File: config.mk
export PLATFORM = sky130hd
export DESIGN_NAME = fetch_sequencer_flat
export DESIGN_NICKNAME = d
export VERILOG_FILES = /design/src/rtl/fetch_sequencer_if.sv /design/src/rtl/fetch_sequencer.sv /design/src/flat_wrapper.sv
export SDC_FILE = /design/constraint.sdc
export NUM_CORES = 1
export LEC_CHECK = 0
export CORE_AREA = 4 4 69 71
export CTS_CLUSTER_DIAMETER = 60
export DETAILED_ROUTE_END_ITERATION = 10
export DIE_AREA = 0 0 73 75
export PLACE_DENSITY = 0.74
export SLEW_MARGIN = 40
export SYNTH_ARGS = -nofsm -noshare
export SYNTH_HDL_FRONTEND = slang
export SYNTH_SLANG_ARGS = --single-unit
export TNS_END_PERCENT = 5
File: constraint.sdc
create_clock -name clk -period 1.6 [get_ports clk]
set_input_delay 0.16 -clock clk [delete_from_list [all_inputs] [get_ports clk]]
set_output_delay 0.16 -clock clk [all_outputs]
set_load 0.005 [all_outputs]
File: src/rtl/fetch_sequencer_if.sv
// Fetch-stage bundle between the PC sequencer and the decode/hazard/imem side.
// master = the sequencer; slave = its environment.
interface fetch_sequencer_if;
  logic        stall;
  logic        br_taken;
  logic [15:0] br_target;
  logic        halt_dec;
  logic        imem_rdy;
  logic        imem_req;
  logic [15:0] pc;
  logic [15:0] pc_seq;
  logic        if_valid;
  logic        flush;
  logic        halted;
  logic [15:0] stall_cycles;

  modport master (
    input  stall, br_taken, br_target, halt_dec, imem_rdy,
    output imem_req, pc, pc_seq, if_valid, flush, halted, stall_cycles
  );

  modport slave (
    output stall, br_taken, br_target, halt_dec, imem_rdy,
    input  imem_req, pc, pc_seq, if_valid, flush, halted, stall_cycles
  );
endinterface

File: src/rtl/fetch_sequencer.sv
// Fetch-stage PC sequencer: sequential step, branch redirect, stall/miss hold, HLT freeze.
// Optional fetch-bubble counter enabled by defining FETCH_PERF_EN.
module fetch_sequencer #(
  parameter logic [15:0] RESET_PC = 16'h0000
) (
  input  logic             clk,
  input  logic             rst,
  fetch_sequencer_if.master bus
);

  typedef enum logic [1:0] {IDLE, FETCH, MISS, HALT} state_t;

  state_t      state_q, state_d;
  logic [15:0] pc_q, pc_d;
  logic        if_valid;
  logic        flush;
  logic        active;

  always_ff @(posedge clk or posedge rst) begin
    if (rst) begin
      state_q <= IDLE;
      pc_q    <= RESET_PC;
    end else begin
      state_q <= state_d;
      pc_q    <= pc_d;
    end
  end

  assign active = (state_q == FETCH) || (state_q == MISS);

  always_comb begin
    state_d  = state_q;
    pc_d     = pc_q;
    if_valid = 1'b0;
    flush    = 1'b0;
    case (state_q)
      IDLE: state_d = FETCH;
      FETCH, MISS: begin
        // Priority order matters: a stall masks branch and halt so the hazard unit can replay them.
        if (bus.stall) begin
          state_d = state_q;
        end else if (bus.halt_dec) begin
          state_d = HALT;
          flush   = 1'b1;
        end else if (bus.br_taken) begin
          pc_d    = bus.br_target & 16'hFFFE;
          state_d = FETCH;
          flush   = 1'b1;
        end else if (bus.imem_rdy) begin
          pc_d     = pc_q + 16'd2;
          state_d  = FETCH;
          if_valid = 1'b1;
        end else begin
          state_d = MISS;
        end
      end
      HALT:    state_d = HALT;
      default: state_d = IDLE;
    endcase
  end

  assign bus.pc       = pc_q;
  assign bus.pc_seq   = pc_q + 16'd2;
  assign bus.imem_req = active;
  assign bus.halted   = (state_q == HALT);
  assign bus.if_valid = if_valid;
  assign bus.flush    = flush;

`ifdef FETCH_PERF_EN
  logic [15:0] stall_cnt_q, stall_cnt_d;

  // Counts bubbles only: cycles fetch was live but delivered nothing and squashed nothing.
  always_comb begin
    stall_cnt_d = stall_cnt_q;
    if (active && !if_valid && !flush && (stall_cnt_q != 16'hFFFF))
      stall_cnt_d = stall_cnt_q + 16'd1;
  end

  always_ff @(posedge clk or posedge rst) begin
    if (rst) stall_cnt_q <= 16'h0000;
    else     stall_cnt_q <= stall_cnt_d;
  end

  assign bus.stall_cycles = stall_cnt_q;
`else
  assign bus.stall_cycles = 16'h0000;
`endif

endmodule

File: src/flat_wrapper.sv
// flat-port wrapper written by rule: the top's interface ports become plain ports
module fetch_sequencer_flat 
#(
  parameter logic [15:0] RESET_PC = 16'h0000
)
  (clk, rst, bus_stall, bus_br_taken, bus_br_target, bus_halt_dec, bus_imem_rdy, bus_imem_req, bus_pc, bus_pc_seq, bus_if_valid, bus_flush, bus_halted, bus_stall_cycles);
  fetch_sequencer_if bus_i ();
  input  logic clk;
  input  logic rst;
  input wire logic [$bits(bus_i.stall)-1:0] bus_stall;
  input wire logic [$bits(bus_i.br_taken)-1:0] bus_br_taken;
  input wire logic [$bits(bus_i.br_target)-1:0] bus_br_target;
  input wire logic [$bits(bus_i.halt_dec)-1:0] bus_halt_dec;
  input wire logic [$bits(bus_i.imem_rdy)-1:0] bus_imem_rdy;
  output wire logic [$bits(bus_i.imem_req)-1:0] bus_imem_req;
  output wire logic [$bits(bus_i.pc)-1:0] bus_pc;
  output wire logic [$bits(bus_i.pc_seq)-1:0] bus_pc_seq;
  output wire logic [$bits(bus_i.if_valid)-1:0] bus_if_valid;
  output wire logic [$bits(bus_i.flush)-1:0] bus_flush;
  output wire logic [$bits(bus_i.halted)-1:0] bus_halted;
  output wire logic [$bits(bus_i.stall_cycles)-1:0] bus_stall_cycles;
  assign bus_i.stall = bus_stall;
  assign bus_i.br_taken = bus_br_taken;
  assign bus_i.br_target = bus_br_target;
  assign bus_i.halt_dec = bus_halt_dec;
  assign bus_i.imem_rdy = bus_imem_rdy;
  assign bus_imem_req = bus_i.imem_req;
  assign bus_pc = bus_i.pc;
  assign bus_pc_seq = bus_i.pc_seq;
  assign bus_if_valid = bus_i.if_valid;
  assign bus_flush = bus_i.flush;
  assign bus_halted = bus_i.halted;
  assign bus_stall_cycles = bus_i.stall_cycles;
  fetch_sequencer #(.RESET_PC(RESET_PC)) u_core (.clk(clk), .rst(rst), .bus(bus_i));
endmodule
* After elaboration in Yosys (flattened, before gate mapping)
Index checks and enable logic that the tools add are counted.
** Operators by class
- $add $sub $neg :: 1
- Eq/ne operators :: 4
- Multiplexer cells :: 16
- Bitwise logic cells :: 2
- Reduce and logical (&&, ||, !) cells :: 5
** Operators by type and width (count)
- $mux 16 :: 2
- $add 16x2->16 const B :: 1
- $mux 1 :: 9
- $mux 2 :: 4
- $pmux 2 s3 :: 1
- $eq 2x2->1 const B :: 2
- $reduce_and 4->1 :: 1
- $eq 2x1->1 const B :: 1
- $logic_not 2->1 :: 1
- $ne 2x2->1 const B :: 1
- $not 1->1 :: 2
- $reduce_bool 2->1 :: 1
- $reduce_or 2->1 :: 1
- $logic_or 1x1->1 :: 1
** Word-level totals
- Register bits after elaboration :: 18
- Bits of input ports :: 22
- Output and inout port bits :: 52
- Word-level logic and storage cells :: 30

* Longest topological paths before layout
Gate-level depths: netlist of the first run.
- Depth in word-level cells :: 5
- Mapped depth :: 7
- Depth with buffers taken out :: 6

* Worst setup path after synthesis of the first run
OpenSTA, ideal clock, no wires.
- Path type :: reg2reg
- Start :: register u_core.state_q[0]
- End :: register u_core.pc_q[8], in the netlist u_core.bus.pc[8]
- Setup time :: 121 ps
- Arrival :: 1566 ps
- Required time :: 1479 ps
- Slack :: -88 ps
- Cell stages (with the launch flop) :: 8
- Path buffers :: 1
- Clock period less this slack :: 1688 ps
- Cells stage by stage :: dfrtp_1 inv_1 ha_1 and2b_2 and2_2 clkbuf_8 o21a_1 o22a_1
** Between the ends
- Word-level cells in the longest chain between the ends :: 3
- Elaborated cells on any way between the ends :: 4
- Those cells by class :: 2 x eq/ne; 2 x reduce/logical
** RTL lines
- start, declared :: line fetch_sequencer.sv:13 : state_t state_q, state_d;
- start signal, assigned :: line fetch_sequencer.sv:24 : state_q <= state_d;
- $eq 2x2->1 / $eq 2x1->1 (equally long branches) :: line fetch_sequencer.sv:36 : case (state_q)
- $reduce_or 2->1 * :: line fetch_sequencer.sv:36
- $reduce_and 4->1 (no source line) *
- end signal, assigned :: line fetch_sequencer.sv:25 : pc_q <= pc_d;
- end, declared :: line fetch_sequencer.sv:14 : logic [15:0] pc_q, pc_d;
Every way passes the cells marked *; elsewhere a longest branch is shown, timed or not.
A chain may end at the register's enable or synchronous reset.

* Worst setup path in the final report of the first run
- Start :: register u_core.pc_q[1], in the netlist u_core.bus.pc[1]
- End :: output port bus_pc_seq[15]
** Between the ends
- Word-level cells in the longest chain between the ends :: 1
** RTL lines
- $add 16x2->16 :: line fetch_sequencer.sv:63 : assign bus.pc_seq = pc_q + 16'd2;
- end, declared :: line flat_wrapper.sv:17 : output wire logic [$bits(bus_i.pc_seq)-1:0] bus_pc_seq;
Every way passes these cells.

==> summary.txt, run 1 <==
Cells and area
  • # fillers: between 300 and 400
  • Register area: between 400 and 500 sq um
  • # diodes: 0
  • Area of the multi-input gates: a little under 1000 sq um
  • Final non-filler cell total: about 320
  • Final Net Count: roughly 300
  • Share of layout cells above drive strength 1: 0.393
  • P&R area growth vs syn: 73.6%

Power
  • Worst VDD drop: between 800 and 900 uV
  • P_leak: 0.00113 uW
  • Net Sw Frac: 0.394
  • Comb pwr share: 0.684
  • Sw Pwr: 1470 uW
  • Sequential group share of total power: 0.223
  • PD cells: ~1500 nW/um^2
  • Clock share of power: 0.093
  • Cell Int Power: between 2000 and 2500 uW

Routing
  • Routed WL: approximately 4.9 mm
  • Pre-antenna DRT Iters: 4
  • Drt via density: just under 5
  • DRC: 0
  • DR iter-0 viols: just over 90
  • Via count: between 1.5k and 2k
  • WL/cell: between 10 and 15 um
  • ANT nets after route: 0

Global route
  • Largest net degree at the start of global routing: 24
  • GRT Util Overall: 0.176
  • Vias in the first global route: 1574
  • First-pass GRT wire length: 7.41 mm
  • GRT Residual Overflow: 0
  • Initial antenna violation count: 0

Placed design
  • Cell count after placement: roughly 310
  • Gp weighted congestion: approximately 0.84
  • Final HPWL DP: ~3.5 mm
  • PortBufs: between 50 and 60
  • DP Worst Slack: -364 ps

Synthesis
  • Prevailing post-synth register cell: dfrtp_1
  • Synth cell types: 44
  • Leading area contributor after synthesis: dfrtp_1
  • EDFF count, synth: 0
  • Synth top area share: 0.300
  • Post-Synth Simple-Gate Area: 0.211
  • Synth warn: 0
  • Synth Area in Compound Gates: 0.205
  • Register area share after synthesis: 0.300
  • Post-Synthesis Cells: between 150 and 200
  • Syn avg cell area: around 8.5 sq um
  • Main combinational cell family by area after synthesis: simple AND/OR/NAND/NOR gates
  • #FFs+latches synth: 17
  • Synth Area in XOR/XNOR: 0.0802
  • Top-count cell post-synth: buf_4
  • Cell Area, Synth: around 1400 sq um
  • Synth async-reset ratio: 1.00
  • Ranking of synthesized cells by area: dfrtp_1 30%, buf_4 10%, xnor2_1 4.3%, xor2_1 3.7%, nor2_1 3.2%
  • Synth top cells by count: 19 x buf_4, 17 x dfrtp_1, 12 x nor2_1
  • Adder-Cell Fraction of Synth Area: 0.0265
  • Fraction of synthesized area in multiplexers: 0.0212

Clocking
  • Clk sinks: 17
  • Worst-skew pair later-pin latency: around 260 ps
  • CTS Buf Count: 3
  • Clk root buf: clkbuf_8
  • Longest Clk Path Bufs: 2
  • Clk slew on worst S/H paths: 80 ps
  • TritonCTS clock tree: done
  • H-tree levels: 1
  • Hold_buf cts: 0

Floorplan
  • Die height: 75 um
  • Area of the die: between 5000 and 6000 sq um
  • Num rows: 24
  • Io pins: 74
  • Die width: roughly 73 um
  • Effective utilization at floorplan: 0.335
  • Core footprint: around 4200 sq um

Critical path
  • Startpoint types: flop
  • R2r setup slk: -280 ps
  • Worst Path Arrival: 1740 ps
  • Start point of the critical path: u_core.bus.pc[1]$_DFFE_PP0P_
  • Worst Setup Path Type: reg -> out
  • Worst-case reg-to-reg path depth: 9
  • RR Startpoint: u_core.bus.pc[1]$_DFFE_PP0P_
  • Worst setup endpoint: bus_pc_seq[15]
  • CP Data Required Time: about 1400 ps
  • Worst reg2reg path endpoint: u_core.bus.pc[11]$_DFFE_PP0P_
  • Critical path endpoint category: output port
  • Worst-path maximum fanout: 4

STA
  • RSZ-0062 raised after global routing: true
  • Achievable frequency: approximately 530 MHz
  • Fin worst setup slack: -304 ps
  • Final Hold Viols: 0
  • Final Setup Violations: 16
  • Final period util: 1.19
  • Fin. max-slew vios: 0
  • Skew final: 5.64 ps
  • Min Clock Period, post-route: between 1500 and 2000 ps

Job
  • MaxCap Viol Count: 0

Hold path
  • Worst Hold Class: in -> async

Outcome
  • Failing checks: negative setup slack
  • Status: complete, but fails checks
logic make-up (layout without fill, tap and decap cells):
kind of cell | after synthesis | count (layout)
other cells | 1 | 18
flops | 17 | 17
xor+xnor | 13 | 13
compound gates | 41 | 41
fa+ha+maj | 3 | 3
simple gates | 54 | 54
mux | 3 | 3
buf+inv | 34 | 123
placed cells by master, fill, tap and decap left out, drive strengths merged, types with 2 or more instances in the layout:
master	count
a21oi	6
a2bb2oi	3
a31oi	5
and3	3
and4	5
buf	68
clkbuf	6
clkdlybuf4s50	35
conb	18
dfrtp	17
dlygate4sd2	4
ha	3
inv	9
mux2i	3
nand2	11
nand3	8
nand4	3
nor2	12
nor3	2
nor4	4
o211ai	2
o21a	4
o21ai	7
o22a	3
o22ai	2
o2bb2ai	2
or4	2
xnor2	7
xor2	6
routing by layer:
layer / share of wire / global-route usage / wire length [um]
met4: 0.011 / 0.0615 / 53
met3: 0.057 / 0.0334 / 279
met2: 0.55 / 0.326 / 2660
met1: 0.38 / 0.201 / 1860
met5: 0 / 0 / 0
through the flow:
stage,area [sq um],hold WS [ps],util,total power [uW],TNS (ps)
final,2460,203,0.582,3720,-2730
after floorplan,1500,86.1,-,1770,0
after CTS,2420,206,0.571,3670,-2200
after global placement,2280,497,0.538,3260,-2540
after global routing,2460,227,0.582,4000,-4050
after detailed placement,2280,493,0.538,3320,-2950
worst min path at each step:
| stage | end | slack, ps | from |
|---|---|---|---|
| after floorplan | u_core.bus.pc[10]$_DFFE_PP0P_ | 90 | rst |
| after global placement | u_core.state_q[0]$_DFFE_PP0P_ | 500 | rst |
| after detailed placement | u_core.state_q[0]$_DFFE_PP0P_ | 490 | rst |
| after CTS | u_core.state_q[0]$_DFFE_PP0P_ | 210 | rst |
| after global routing | u_core.state_q[1]$_DFFE_PP0P_ | 230 | rst |
| final | u_core.state_q[1]$_DFFE_PP0P_ | 200 | rst |
layout make-up:
class / count / area share
clock buffers: 3 / 0.0168
repair buffers: 110 / 0.370
clock inverters: 1 / 0.00305
inverters: 9 / 0.0137
flip-flops and latches: 17 / 0.173
multi-input cells: 132 / 0.397
well taps: 52 / 0.0264
state kept, by name, indices dropped and copies added (netlist names):
signal          cells
u_core.state_q      2
u_core.bus.pc      15
critical path, cell delays in order, from the launching register on:
cell and delay (ps):
dfrtp_1 410, ha_2 220, nand4_1 220, nor2_1 200, nand4_1 160, xnor2_1 150
buf_2 130
power groups by stage:
| stage | Clock, uW | Sequential (uW) | Combinational [uW] |
|---|---|---|---|
| 2_1_floorplan | 0 | 900 | 867 |
| 3_3_place_gp | 0 | 796 | 2470 |
| 3_5_place_dp | 0 | 813 | 2510 |
| 4_1_cts | 353 | 807 | 2510 |
| 5_1_grt | 374 | 856 | 2770 |
| 6_report | 348 | 830 | 2550 |
repair_timing:
item	in CTS	in global routing
resized for setup	81	16
setup endpoints to repair	24	22
pin swaps	20	10
buffers inserted	7	2
Power figures use the tool's default switching activity.
==> run 2, diff against run 1 <==
Settings changed: CORE_AREA 4 4 69 71 to 2 2 67 69, DIE_AREA 0 0 73 75 to 0 0 69 71.
==> run 2 against run 1 <==
  * The flow still finishes with violations (negative setup slack)
  * Non-clock buffer count grew 1
  * Combinational power increased by 3%
  * Clock skew grew 1.6 ps
  * Critical path depth decreased by 1
  * Critical path type unchanged
  * Largest cell class unchanged
==> summary.txt, run 2 (synthesized netlist as in run 1, its figures left out) <==
Critical path
  • Worst reg2reg path endpoint: u_core.bus.pc[11]$_DFFE_PP0P_
  • Start point of the critical path: u_core.bus.pc[4]$_DFFE_PP0P_
  • Worst-case reg-to-reg path depth: 9 (unchanged)
  • Worst-path maximum fanout: 4 (unchanged)
  • Stages on the worst setup path: 5 (-1)
  • CP top delay family: simple AND/OR/NAND/NOR gates
  • Startpoint types: flop
  • Crit-path slowest cell: or4_4
  • Worst Path Arrival: 1700 ps (-40 ps)
  • Worst setup endpoint: bus_pc_seq[10]
  • Buf+Inv Stages, Crit Path: 2 (+1)
  • RR Startpoint: u_core.bus.pc[2]$_DFFE_PP0P_
  • Critical path endpoint category: output port
  • R2r setup slk: -110 ps (+170 ps)
  • Worst Setup Path Type: reg -> out
  • Crit-path cells: nand3_2, buf_6, or4_4, xnor2_2, buf_2
  • CP Data Required Time: 1440 ps (about the same)
  • Largest stage delay, worst path: 500 ps (+90 ps)

Cells and area
  • Area of the multi-input gates: 985 sq um (+0.64%)
  • Max reg flops: 15 (unchanged)
  • Share of layout cells above drive strength 1: 0.385 (-0.00877)
  • Register area: 427 sq um (unchanged)
  • P&R area growth vs syn: 76.5%
  • Most common library cell in the layout ignoring fill and taps: buf_4
  • # fillers: 362 (-6.0%)
  • Leading cell types in the layout, fill and taps excluded: 47 x buf_4, 34 x clkdlybuf4s50_1, 18 x conb_1
  • Final non-filler cell total: 325 (+0.31%)
  • Final Net Count: 299 (+0.34%)
  • # diodes: 0 (unchanged)

STA
  • Min Clock Period, post-route: 1860 ps (-48.8 ps)
  • RSZ-0062 raised after global routing: true
  • Final Setup Violations: 15 (-1)
  • Final Hold Viols: 0 (unchanged)
  • Fin. max-slew vios: 0 (unchanged)
  • Achievable frequency: 539 MHz (+2.6%)
  • Setup TNS: -2050 ps (+678 ps)
  • Fin worst setup slack: -255 ps (+48.8 ps)
  • Skew final: 7.27 ps (+1.63 ps)
  • Min Hold Slack: 211 ps (+7.03 ps)
  • Final period util: 1.16 (-0.0305)

Global route
  • Initial antenna violation count: 0 (unchanged)
  • Vias in the first global route: 1603 (+1.8%)
  • Largest net degree at the start of global routing: 18 (-25%)
  • First-pass GRT wire length: 7.64 mm (+3.1%)
  • GRT Residual Overflow: 0 (unchanged)
  • GRT Util Overall: 0.192 (+0.0166)

Power
  • P_leak: 0.00116 uW (+2.6%)
  • Cell Int Power: 2290 uW (+1.6%)
  • PD cells: 1510 nW/um^2 (+0.13%)
  • Comb pwr share: 0.690 (+0.006)
  • Net Sw Frac: 0.395 (+0.000681)
  • Clock share of power: 0.087 (-0.006)
  • Worst VDD drop: 1040 uV (+20%)
  • Sequential group share of total power: 0.223 (about the same)
  • Sw Pwr: 1500 uW (+1.9%)

Routing
  • ANT nets after route: 0 (unchanged)
  • WL/cell: 14.8 um (-1.1%)
  • Routed WL: 4.82 mm (-0.78%)
  • Drt via density: 4.94 (+0.38%)
  • DRC: 0 (unchanged)
  • DR iter-0 viols: 56 (-40%)
  • Via count: 1606 (+0.69%)
  • Pre-antenna DRT Iters: 4 (unchanged)

Clocking
  • Worst-skew pair later-pin latency: 260 ps (about the same)
  • Clk slew on worst S/H paths: 70 ps (about the same)
  • Longest Clk Path Bufs: 2 (unchanged)
  • TritonCTS clock tree: done
  • H-tree levels: 1 (unchanged)
  • CTS Buf Count: 3 (unchanged)
  • Clk sinks: 17 (unchanged)
  • Hold_buf cts: 0 (unchanged)
  • Clk root buf: clkbuf_8

Placed design
  • PortBufs: 54 (unchanged)
  • Gp weighted congestion: 0.805 (-4.7%)
  • Final HPWL DP: 3.21 mm (-9.1%)
  • Cell count after placement: 307 (-1.6%)

Outcome
  • Status: complete, but fails checks
  • Failing checks: negative setup slack

Floorplan
  • Io pins: 74 (unchanged)
  • Core footprint: 4200 sq um (-0.71%)
  • Area of the die: 4900 sq um (-11%)
  • Die height: 71 um (-5.3%)
  • Die width: 69 um (-5.5%)
  • Num rows: 24 (unchanged)
  • Effective utilization at floorplan: 0.338 (+0.00239)

Job
  • MaxCap Viol Count: 0 (unchanged)

Hold path
  • Worst Hold Class: in -> async
## run 2: what timing repair did
action                                  in CTS  in global routing
pin swaps                                   20                 14
buffers inserted                            12                  2
endpoints found under the setup margin      21                 24
gates resized for setup                     72                 25
## run 2: tightest hold or removal path: cells and delay by family
family / cells / cell delay (ps)
buffers and inverters: 3 / 680
## run 2: layout make-up
cell class	instances	share of cell area
repair buffers	111	0.378
clock inverters	1	0.00200
clock buffers	3	0.0165
multi-input cells	132	0.393
well taps	52	0.0260
flip-flops and latches	17	0.170
inverters	9	0.0135
## run 2: worst min path at each step
stage / slack (ps) / cells past startpoint / from / endpoint
floorplan: 90 / 1 / rst / u_core.bus.pc[10]$_DFFE_PP0P_
global placement: 490 / 3 / rst / u_core.state_q[0]$_DFFE_PP0P_
detailed placement: 490 / 3 / rst / u_core.state_q[0]$_DFFE_PP0P_
CTS: 210 / 3 / rst / u_core.state_q[0]$_DFFE_PP0P_
global route: 270 / 3 / rst / u_core.bus.pc[6]$_DFFE_PP0P_
finish: 210 / 3 / rst / u_core.bus.pc[7]$_DFFE_PP0P_
## run 2: power by group through the flow
stage	Combinational (uW)	Sequential (uW)	Clock, uW
floorplan	867	900	0
global placement	2430	804	0
detailed placement	2480	816	0
CTS	2500	807	332
global route	2850	866	350
finish	2620	847	328
## run 2: routing by layer
| layer | track usage | wire length [um] | vias up | part of all wire |
|---|---|---|---|---|
| met3 | 0.0399 | 223 | 6 | 0.046 |
| met5 | 0 | 0 | - | 0 |
| met1 | 0.208 | 1900 | 774 | 0.39 |
| li1 | - | - | 776 | - |
| met4 | 0.0458 | 40 | 0 | 0.0083 |
| met2 | 0.380 | 2660 | 50 | 0.55 |
## run 2: stage by stage
step                setup WS, ps  instance area, sq um  total power [uW]   util
global route                -352                  2500              4060  0.596
floorplan                   10.6                  1500              1770      -
detailed placement          -414                  2250              3300  0.536
global placement            -363                  2250              3240  0.536
CTS                         -277                  2430              3640  0.578
finish                      -255                  2500              3790  0.596
